$ cat src/rtl/alu_issue_controller_if.sv
// Bundle of the handshake, register-file and ALU signals around the
// ALU issue controller. The controller uses the slave view; the
// fetch stage, register file and ALU together form the master view.
interface alu_issue_controller_if #(
  parameter int DATA_WIDTH     = 32,
  parameter int OPCODE_WIDTH   = 6,
  parameter int REG_ADDR_WIDTH = 5
);
  logic                      instrValid;
  logic                      instrReady;
  logic [31:0]               instrWord;

  logic [REG_ADDR_WIDTH-1:0] regReadAddr1;
  logic [REG_ADDR_WIDTH-1:0] regReadAddr2;
  logic [DATA_WIDTH-1:0]     regReadData1;
  logic [DATA_WIDTH-1:0]     regReadData2;

  logic [OPCODE_WIDTH-1:0]   aluOpCode;
  logic [DATA_WIDTH-1:0]     aluInputData1;
  logic [DATA_WIDTH-1:0]     aluInputData2;
  logic [DATA_WIDTH-1:0]     aluOutputData;

  logic                      regWriteEnable;
  logic [REG_ADDR_WIDTH-1:0] regWriteAddr;
  logic [DATA_WIDTH-1:0]     regWriteData;

  logic                      done;
  logic                      illegalOp;
  logic                      divZeroError;

  modport slave (
    input  instrValid, instrWord, regReadData1, regReadData2, aluOutputData,
    output instrReady, regReadAddr1, regReadAddr2, aluOpCode, aluInputData1,
           aluInputData2, regWriteEnable, regWriteAddr, regWriteData, done,
           illegalOp, divZeroError
  );

  modport master (
    output instrValid, instrWord, regReadData1, regReadData2, aluOutputData,
    input  instrReady, regReadAddr1, regReadAddr2, aluOpCode, aluInputData1,
           aluInputData2, regWriteEnable, regWriteAddr, regWriteData, done,
           illegalOp, divZeroError
  );
endinterface

$ cat src/rtl/alu_issue_controller.sv
// Sequential ALU issue controller: accepts one instruction word, reads its
// operands from the register file, drives the ALU for one cycle and writes
// the result back. One instruction every four cycles (IDLE/READ/EXEC/WB).
// Optional feature: define ALU_DIVZERO_TRAP_EN to trap DIV/MOD by zero
// (sticky divZeroError, writeback suppressed).
module alu_issue_controller #(
  parameter int DATA_WIDTH     = 32,
  parameter int OPCODE_WIDTH   = 6,
  parameter int REG_ADDR_WIDTH = 5
) (
  input logic                  clock,
  input logic                  reset,
  alu_issue_controller_if.slave bus
);
  localparam int IMM_WIDTH = 15;
  localparam logic [OPCODE_WIDTH-1:0] LAST_LEGAL_OP = OPCODE_WIDTH'(13);

  typedef enum logic [1:0] {IDLE, READ, EXEC, WB} stateT;

  stateT state;
  stateT nextState;

  // Fields of the incoming instruction word.
  logic [OPCODE_WIDTH-1:0]   wordOpCode;
  logic [REG_ADDR_WIDTH-1:0] wordRd;
  logic [REG_ADDR_WIDTH-1:0] wordRs1;
  logic [REG_ADDR_WIDTH-1:0] wordRs2;
  logic                      wordImmSel;
  logic [IMM_WIDTH-1:0]      wordImm;

  assign wordOpCode = OPCODE_WIDTH'(bus.instrWord[31:26]);
  assign wordRd     = REG_ADDR_WIDTH'(bus.instrWord[25:21]);
  assign wordRs1    = REG_ADDR_WIDTH'(bus.instrWord[20:16]);
  assign wordImmSel = bus.instrWord[15];
  assign wordRs2    = REG_ADDR_WIDTH'(bus.instrWord[14:10]);
  assign wordImm    = bus.instrWord[14:0];

  // Captured instruction and datapath registers.
  logic [OPCODE_WIDTH-1:0]   opCodeReg;
  logic [REG_ADDR_WIDTH-1:0] rdReg;
  logic                      immSelReg;
  logic [IMM_WIDTH-1:0]      immReg;
  logic [REG_ADDR_WIDTH-1:0] readAddr1Reg;
  logic [REG_ADDR_WIDTH-1:0] readAddr2Reg;
  logic [DATA_WIDTH-1:0]     operand1Reg;
  logic [DATA_WIDTH-1:0]     operand2Reg;
  logic [DATA_WIDTH-1:0]     resultReg;
  logic                      suppressReg;
  logic                      illegalOpReg;

  logic [DATA_WIDTH-1:0]     operand2Next;
  logic                      illegalNow;
  logic                      instrReadyInt;
  logic                      doneInt;
  logic                      writeEnableInt;

  assign operand2Next = immSelReg
                      ? {{(DATA_WIDTH-IMM_WIDTH){immReg[IMM_WIDTH-1]}}, immReg}
                      : bus.regReadData2;
  assign illegalNow   = opCodeReg > LAST_LEGAL_OP;

`ifdef ALU_DIVZERO_TRAP_EN
  localparam logic [OPCODE_WIDTH-1:0] OP_DIV = OPCODE_WIDTH'(3);
  localparam logic [OPCODE_WIDTH-1:0] OP_MOD = OPCODE_WIDTH'(4);

  logic trapNow;
  logic divZeroReg;

  assign trapNow          = ((opCodeReg == OP_DIV) || (opCodeReg == OP_MOD))
                          && (operand2Reg == '0);
  assign bus.divZeroError = divZeroReg;
`else
  assign bus.divZeroError = 1'b0;
`endif

  // State register; reset returns to IDLE and aborts any instruction in flight.
  always_ff @(posedge clock) begin
    // NOTE: sequential state uses non-blocking assignments so every register
    // samples the pre-edge values regardless of block evaluation order.
    if (reset) state <= IDLE;
    else       state <= nextState;
  end

  // Next-state logic and the per-state handshake/strobe outputs.
  always_comb begin
    // NOTE: every output gets a default before the case so no path leaves a
    // signal unassigned, which would otherwise infer a latch.
    nextState      = state;
    instrReadyInt  = 1'b0;
    doneInt        = 1'b0;
    writeEnableInt = 1'b0;
    case (state)
      IDLE: begin
        instrReadyInt = !reset;
        if (bus.instrValid && !reset) nextState = READ;
      end
      READ: nextState = EXEC;
      EXEC: nextState = WB;
      WB: begin
        doneInt        = !reset;
        writeEnableInt = !reset && !suppressReg && (rdReg != '0);
        nextState      = IDLE;
      end
      default: nextState = IDLE;
    endcase
  end

  // Datapath: capture the instruction, latch operands, capture the ALU result.
  always_ff @(posedge clock) begin
    if (reset) begin
      opCodeReg    <= '0;
      rdReg        <= '0;
      immSelReg    <= 1'b0;
      immReg       <= '0;
      readAddr1Reg <= '0;
      readAddr2Reg <= '0;
      operand1Reg  <= '0;
      operand2Reg  <= '0;
      resultReg    <= '0;
      suppressReg  <= 1'b0;
      illegalOpReg <= 1'b0;
`ifdef ALU_DIVZERO_TRAP_EN
      divZeroReg   <= 1'b0;
`endif
    end else begin
      case (state)
        IDLE: begin
          if (bus.instrValid) begin
            opCodeReg    <= wordOpCode;
            rdReg        <= wordRd;
            immSelReg    <= wordImmSel;
            immReg       <= wordImm;
            readAddr1Reg <= wordRs1;
            readAddr2Reg <= wordRs2;
          end
        end
        READ: begin
          operand1Reg <= bus.regReadData1;
          operand2Reg <= operand2Next;
        end
        EXEC: begin
          resultReg <= bus.aluOutputData;
          if (illegalNow) illegalOpReg <= 1'b1;
`ifdef ALU_DIVZERO_TRAP_EN
          suppressReg <= illegalNow || trapNow;
          if (trapNow) divZeroReg <= 1'b1;
`else
          suppressReg <= illegalNow;
`endif
        end
        default: ;
      endcase
    end
  end

  assign bus.instrReady     = instrReadyInt;
  assign bus.regReadAddr1   = readAddr1Reg;
  assign bus.regReadAddr2   = readAddr2Reg;
  assign bus.aluOpCode      = opCodeReg;
  assign bus.aluInputData1  = operand1Reg;
  assign bus.aluInputData2  = operand2Reg;
  assign bus.regWriteEnable = writeEnableInt;
  assign bus.regWriteAddr   = rdReg;
  assign bus.regWriteData   = resultReg;
  assign bus.done           = doneInt;
  assign bus.illegalOp      = illegalOpReg;
endmodule

$ cat src/flat_wrapper.sv
// flat-port wrapper written by rule: the top's interface ports become plain ports
module alu_issue_controller_flat 
#(
  parameter int DATA_WIDTH     = 32,
  parameter int OPCODE_WIDTH   = 6,
  parameter int REG_ADDR_WIDTH = 5
)
  (clock, reset, bus_instrValid, bus_instrWord, bus_regReadData1, bus_regReadData2, bus_aluOutputData, bus_instrReady, bus_regReadAddr1, bus_regReadAddr2, bus_aluOpCode, bus_aluInputData1, bus_aluInputData2, bus_regWriteEnable, bus_regWriteAddr, bus_regWriteData, bus_done, bus_illegalOp, bus_divZeroError);
  alu_issue_controller_if #(.DATA_WIDTH(DATA_WIDTH), .OPCODE_WIDTH(OPCODE_WIDTH), .REG_ADDR_WIDTH(REG_ADDR_WIDTH)) bus_i ();
  input logic clock;
  input logic reset;
  input wire logic [$bits(bus_i.instrValid)-1:0] bus_instrValid;
  input wire logic [$bits(bus_i.instrWord)-1:0] bus_instrWord;
  input wire logic [$bits(bus_i.regReadData1)-1:0] bus_regReadData1;
  input wire logic [$bits(bus_i.regReadData2)-1:0] bus_regReadData2;
  input wire logic [$bits(bus_i.aluOutputData)-1:0] bus_aluOutputData;
  output wire logic [$bits(bus_i.instrReady)-1:0] bus_instrReady;
  output wire logic [$bits(bus_i.regReadAddr1)-1:0] bus_regReadAddr1;
  output wire logic [$bits(bus_i.regReadAddr2)-1:0] bus_regReadAddr2;
  output wire logic [$bits(bus_i.aluOpCode)-1:0] bus_aluOpCode;
  output wire logic [$bits(bus_i.aluInputData1)-1:0] bus_aluInputData1;
  output wire logic [$bits(bus_i.aluInputData2)-1:0] bus_aluInputData2;
  output wire logic [$bits(bus_i.regWriteEnable)-1:0] bus_regWriteEnable;
  output wire logic [$bits(bus_i.regWriteAddr)-1:0] bus_regWriteAddr;
  output wire logic [$bits(bus_i.regWriteData)-1:0] bus_regWriteData;
  output wire logic [$bits(bus_i.done)-1:0] bus_done;
  output wire logic [$bits(bus_i.illegalOp)-1:0] bus_illegalOp;
  output wire logic [$bits(bus_i.divZeroError)-1:0] bus_divZeroError;
  assign bus_i.instrValid = bus_instrValid;
  assign bus_i.instrWord = bus_instrWord;
  assign bus_i.regReadData1 = bus_regReadData1;
  assign bus_i.regReadData2 = bus_regReadData2;
  assign bus_i.aluOutputData = bus_aluOutputData;
  assign bus_instrReady = bus_i.instrReady;
  assign bus_regReadAddr1 = bus_i.regReadAddr1;
  assign bus_regReadAddr2 = bus_i.regReadAddr2;
  assign bus_aluOpCode = bus_i.aluOpCode;
  assign bus_aluInputData1 = bus_i.aluInputData1;
  assign bus_aluInputData2 = bus_i.aluInputData2;
  assign bus_regWriteEnable = bus_i.regWriteEnable;
  assign bus_regWriteAddr = bus_i.regWriteAddr;
  assign bus_regWriteData = bus_i.regWriteData;
  assign bus_done = bus_i.done;
  assign bus_illegalOp = bus_i.illegalOp;
  assign bus_divZeroError = bus_i.divZeroError;
  alu_issue_controller #(.DATA_WIDTH(DATA_WIDTH), .OPCODE_WIDTH(OPCODE_WIDTH), .REG_ADDR_WIDTH(REG_ADDR_WIDTH)) u_core (.clock(clock), .reset(reset), .bus(bus_i));
endmodule
$ cat config.mk
export PLATFORM = sky130hd
export DESIGN_NAME = alu_issue_controller_flat
export DESIGN_NICKNAME = d
export VERILOG_FILES = /design/src/rtl/alu_issue_controller_if.sv /design/src/rtl/alu_issue_controller.sv /design/src/flat_wrapper.sv
export SDC_FILE = /design/constraint.sdc
export NUM_CORES = 1
export LEC_CHECK = 0
export ABC_AREA = 1
export CAP_MARGIN = 20
export CORE_ASPECT_RATIO = 1.1
export CORE_MARGIN = 3
export CORE_UTILIZATION = 41
export DETAILED_ROUTE_END_ITERATION = 8
export GPL_ROUTABILITY_DRIVEN = 0
export PLACE_DENSITY_LB_ADDON = 0.15
export SLEW_MARGIN = 0
export SYNTH_ARGS = -nofsm -noshare
export SYNTH_HDL_FRONTEND = slang
export SYNTH_SLANG_ARGS = --single-unit
$ cat constraint.sdc
create_clock -name clock -period 1.95 [get_ports clock]
set_clock_uncertainty 0.05 [all_clocks]
set_input_delay 0.39 -clock clock [delete_from_list [all_inputs] [get_ports clock]]
set_output_delay 0.39 -clock clock [all_outputs]
set_load 0.02 [all_outputs]
## Yosys cells after proc, flatten, opt, wreduce, memory -nomap -nowiden

Index checks and enable logic that the tools add are counted.

| operators by class | value |
|---|---|
| magnitude comparators | 1 |
| equality and inequality tests | 4 |
| muxes and demuxes | 6 |
| reduce and logical (&&, ||, !) cells | 9 |

Operator list:

| kind | count |
|---|---|
| $mux 32 | 1 |
| $pmux 2 s4 | 1 |
| $gt 6x4->1 const B | 1 |
| $reduce_bool 5->1 | 1 |
| $eq 2x2->1 const B | 2 |
| $reduce_and 2->1 | 2 |
| $logic_and 1x1->1 | 3 |
| $mux 1 | 3 |
| $eq 2x1->1 const B | 1 |
| $logic_not 1->1 | 2 |
| $logic_not 2->1 | 1 |
| $mux 2 | 1 |
| $ne 2x1->1 const B | 1 |

| storage, ports and cells | value |
|---|---|
| register bits after elaboration | 137 |
| bits of input ports | 131 |
| output and inout port bits | 122 |
| logic and storage cells | 32 |

## Longest topological paths before layout

| logic depth | value |
|---|---|
| depth in word-level cells | 4 |
| gate-level depth with buffers | 7 |
| depth with buffers taken out | 7 |

## Worst setup path after synthesis

OpenSTA, ideal clock, no wires.

| path | value |
|---|---|
| path type | flip-flop to output port |
| start | register u_core.state[0] |
| end | output port bus_instrReady |
| arrival time | 0.933 ns |
| data required time | 1.510 ns |
| setup slack | 0.577 ns |
| cell stages (with the launch flop) | 5 |
| buffers on the path | 0 |
| cells stage by stage | dfxtp_1 inv_1 ha_1 inv_1 nor2_1 |

| on the way | value |
|---|---|
| longest elaborated chain between the ends | 2 |

Ends and longest elaborated chain:

| what | RTL line | RTL |
|---|---|---|
| start, declared | alu_issue_controller.sv:20 | `stateT state;` |
| start signal, assigned | alu_issue_controller.sv:81 | `else state <= nextState;` |
| $logic_not 2->1 | alu_issue_controller.sv:92 | `case (state)` |
| $mux 1 | alu_issue_controller.sv:92 |  |
| end, declared | flat_wrapper.sv:17 | `output wire logic [$bits(bus_i.instrReady)-1:0] bus_instrReady;` |

Every way passes these cells.

## Final worst setup path

Same ends and word-level chain as after synthesis.

==> flow_summary.ini <==
[job]
timing.max_cap.violations = 0

[synth]
yosys.cell_types.count = 25
synth_top_family_by_area = simple AND/OR/NAND/NOR gates
yosysWarningCount = 0
synth.yosys.seq_area_share_pct = 50.7
simple_gate_area_share_of_the_yosys_netlist_pct = 20.0
synth-adder-area-share_pct = 1.20
mean_instance_size_in_the_synthesized_netlist_um2 = 8.19
synth.area.mux_share_pct = 0
synth-xor-area-share_pct = 0
compound_gate_fraction_of_synth_area_pct = 18.7
syn_inst = 636
synth.net_count = 772
ys_seq_elements = 132
post_synth_instance_area_mm2 = 0.00521

[timing]
timing.slew.headroom_pct = 61.4
final.min_clock_period_ps = 1870
maxSlewViolCount = 0
upper_clock_frequency_limit_mhz = 534
layout_worst_path_cycle_share_pct = 96.1
unrepaired_setup_endpoints_after_global_routing = true
worst_pin_slew_ps = 578
totalNegativeSetupSlack_ps = 0
final.setup.worst_slack_ps = 76.0
finalSetupViolations = 0
finalHoldViolCount = 0

[placement]
io_buffers = 251
dp_hpwl_mm = 11.3
place_inst = 1010
dp_slack_ps = -375
placement.cell_area_mm2 = 0.00774

[die]
floorplan.io_pins = 253
floorplan.die.width_um = 113
die_area_mm2 = 0.0141
die-height_um = 124
rows = 42
initial_core_util_pct = 42.5
core_mm2 = 0.0122

[cells_and_area]
insertedDiodeCount = 0
layout.cell_area.non_filler_mm2 = 0.00833
area.growth.synth_to_final_pct = 59.8
final_layout_size_suffix_gt1_share_pct = 11.7
finish.cell_count_without_fillers = 1042
final_net_count = 1011
post-route-util_pct = 68.0

[drt]
met2RoutedLength_mm = 7.65
ant_nets = 0
via_count = 5029
drt-pass1-iter-count = 4
detail_route.wl_per_cell_um = 14.8
sum_of_routed_wire_segments_on_met1_mm = 6.03
routed.top_layer = met4
met3RoutedLength_mm = 1.39
post-route-drc-count = 0
dr_vias_cell = 4.83
postRouteWirelength_mm = 15.5
first_iter_violations = 205

[clocking]
cts-root-buf = clkbuf_16
clk_pin_slew_ps = 60
tritoncts_clock_tree = done
clock_insertion_delay_worst_skew_ps = 420
cts-htree-levels = 4
cts_max_path_buffers = 2
cts_buffers = 17
cts.sink_count = 132

[grt]
grt_usage_pct = 21.9
grt-ovfl-total = 0
grt_start_max_net_pins = 61
first_global_vias = 5020
grt_antenna_before_repair = 0
grt_first_pass_wirelength_mm = 24.8

[setup_path]
critPathRequiredTime_ps = 1510
timing.critical_path.fanout_max = 2
category_of_the_most_critical_setup_path = reg2out
cp-start-kind = flop
critical_path_data_arrival_time_ps = 1430
timing.critical_path.to_type = output pin

[pwr]
irDropWorstVdd_uv = 916
cellPowerDensity_mw_per_mm2 = 1570
leakagePower_nw = 3.48

[outcome]
outcome = completed

[hold_path]
holdCritPathClass = reg2reg
-- through the flow --
stage,power [mW],hold slack (ps)
after detailed placement,10.1,404
after floorplan,7.44,390
after global placement,9.96,391
final,13.1,414
after CTS,13.2,418
after global routing,13.9,442
-- cells in the mapped netlist --
cell type	number	area [um^2]
nor2_1	199	747
dfxtp_1	132	2640
o21ai_0	80	400
nand2_1	54	203
o21ai_2	25	219
inv_1	22	82.6
a21oi_1	21	105
buf_2	15	75.1
nand3_1	15	75.1
o211ai_2	14	175
buf_6	11	124
buf_4	10	75.1
o21ai_1	10	50.1
clkbuf_2	6	30.0
ha_1	5	62.6
clkbuf_1	4	15.0
inv_2	3	11.3
buf_12	2	40.0
buf_8	2	30.0
a21oi_2	1	8.76
a21oi_4	1	16.3
conb_1	1	3.75
nand2_2	1	6.26
nor3_1	1	5.00
or2_2	1	6.26
-- critical path: stages (launching register included) --
cell and delay, ps:
dfxtp_1 310, buf_4 140, inv_1 80, ha_2 190, inv_1 60, nor2_1 90, buf_4 150
-- cells in the final DEF (no fill, tap or decap), types with 2 or more instances in the layout --
| master | n |
|---|---|
| clkdlybuf4s50_1 | 247 |
| nor2_1 | 199 |
| dfxtp_1 | 131 |
| o21ai_0 | 80 |
| nand2_1 | 54 |
| o21ai_2 | 25 |
| inv_1 | 22 |
| a21oi_1 | 21 |
| clkbuf_16 | 17 |
| buf_4 | 16 |
| nand3_1 | 15 |
| o211ai_2 | 14 |
| o21ai_1 | 10 |
| clkinv_2 | 6 |
| clkbuf_8 | 6 |
| buf_12 | 5 |
| ha_1 | 3 |
| inv_2 | 2 |
| clkinvlp_4 | 2 |
-- layout make-up --
class                           instances  area, um^2
Timing Repair Buffer                  270        2710
Multi-Input combinational cell        429        2100
Sequential cell                       132        2640
Tap cell                              154         193
Fill cell                            1012        3920
Clock buffer                           23         508
Clock inverter                          9        75.1
Inverter                               25        96.3
-- layer usage --
layer  up-vias  track usage, %
met3        27            8.96
met2       192            36.9
met4         0            9.12
met1      2287            24.1
met5         -               0
li1       2523               -
-- report_power, final --
| group | total, mW | internal [mW] | switching (mW) |
|---|---|---|---|
| clock | 3.08 | 1.94 | 1.14 |
| sequential | 4.31 | 3.72 | 0.596 |
| combinational | 5.71 | 2.59 | 3.11 |
-- flip-flops by register name, summed over array words and instances (netlist names), 2 cells and up --
signal and count:
u_core.bus.aluInputData2 32, u_core.bus.regReadAddr1 5, u_core.bus.aluInputData1 32, u_core.bus.regWriteData 32, u_core.bus.aluOpCode 6, u_core.state 2
u_core.bus.regReadAddr2 5, u_core.bus.regWriteAddr 5, u_core.immReg 10
-- kinds of logic after synthesis --
group / Yosys count
flip-flops: 132
buffers and inverters: 75
AO/OA/AOI/OAI: 152
adder cells (fa/ha/maj): 5
AND/OR/NAND/NOR: 271
other: 1
-- repair_timing --
action,in CTS,in global routing
setup endpoints to repair,4,2
setup buffers,0,0
pin swaps,0,1
hold buffers,0,0
resized for setup,15,3
hold endpoints to repair,0,0
cloned,0,0
-- path summary, 6_finish.rpt --
check	start	to	slack, ps	cells after the start
setup / recovery	u_core.state[0]$_SDFFE_PP0P_	bus_instrReady	80	6
hold / removal	u_core.bus.illegalOp$_SDFFE_PP0P_	u_core.bus.illegalOp$_SDFFE_PP0P_	410	2
setup reg to reg	u_core.state[1]$_SDFFE_PP0P_	u_core.bus.aluInputData2[30]$_SDFFE_PP0N_	400	6
hold reg to reg	u_core.bus.illegalOp$_SDFFE_PP0P_	u_core.bus.illegalOp$_SDFFE_PP0P_	410	2
No activity file was read; power rests on OpenSTA's default activity.
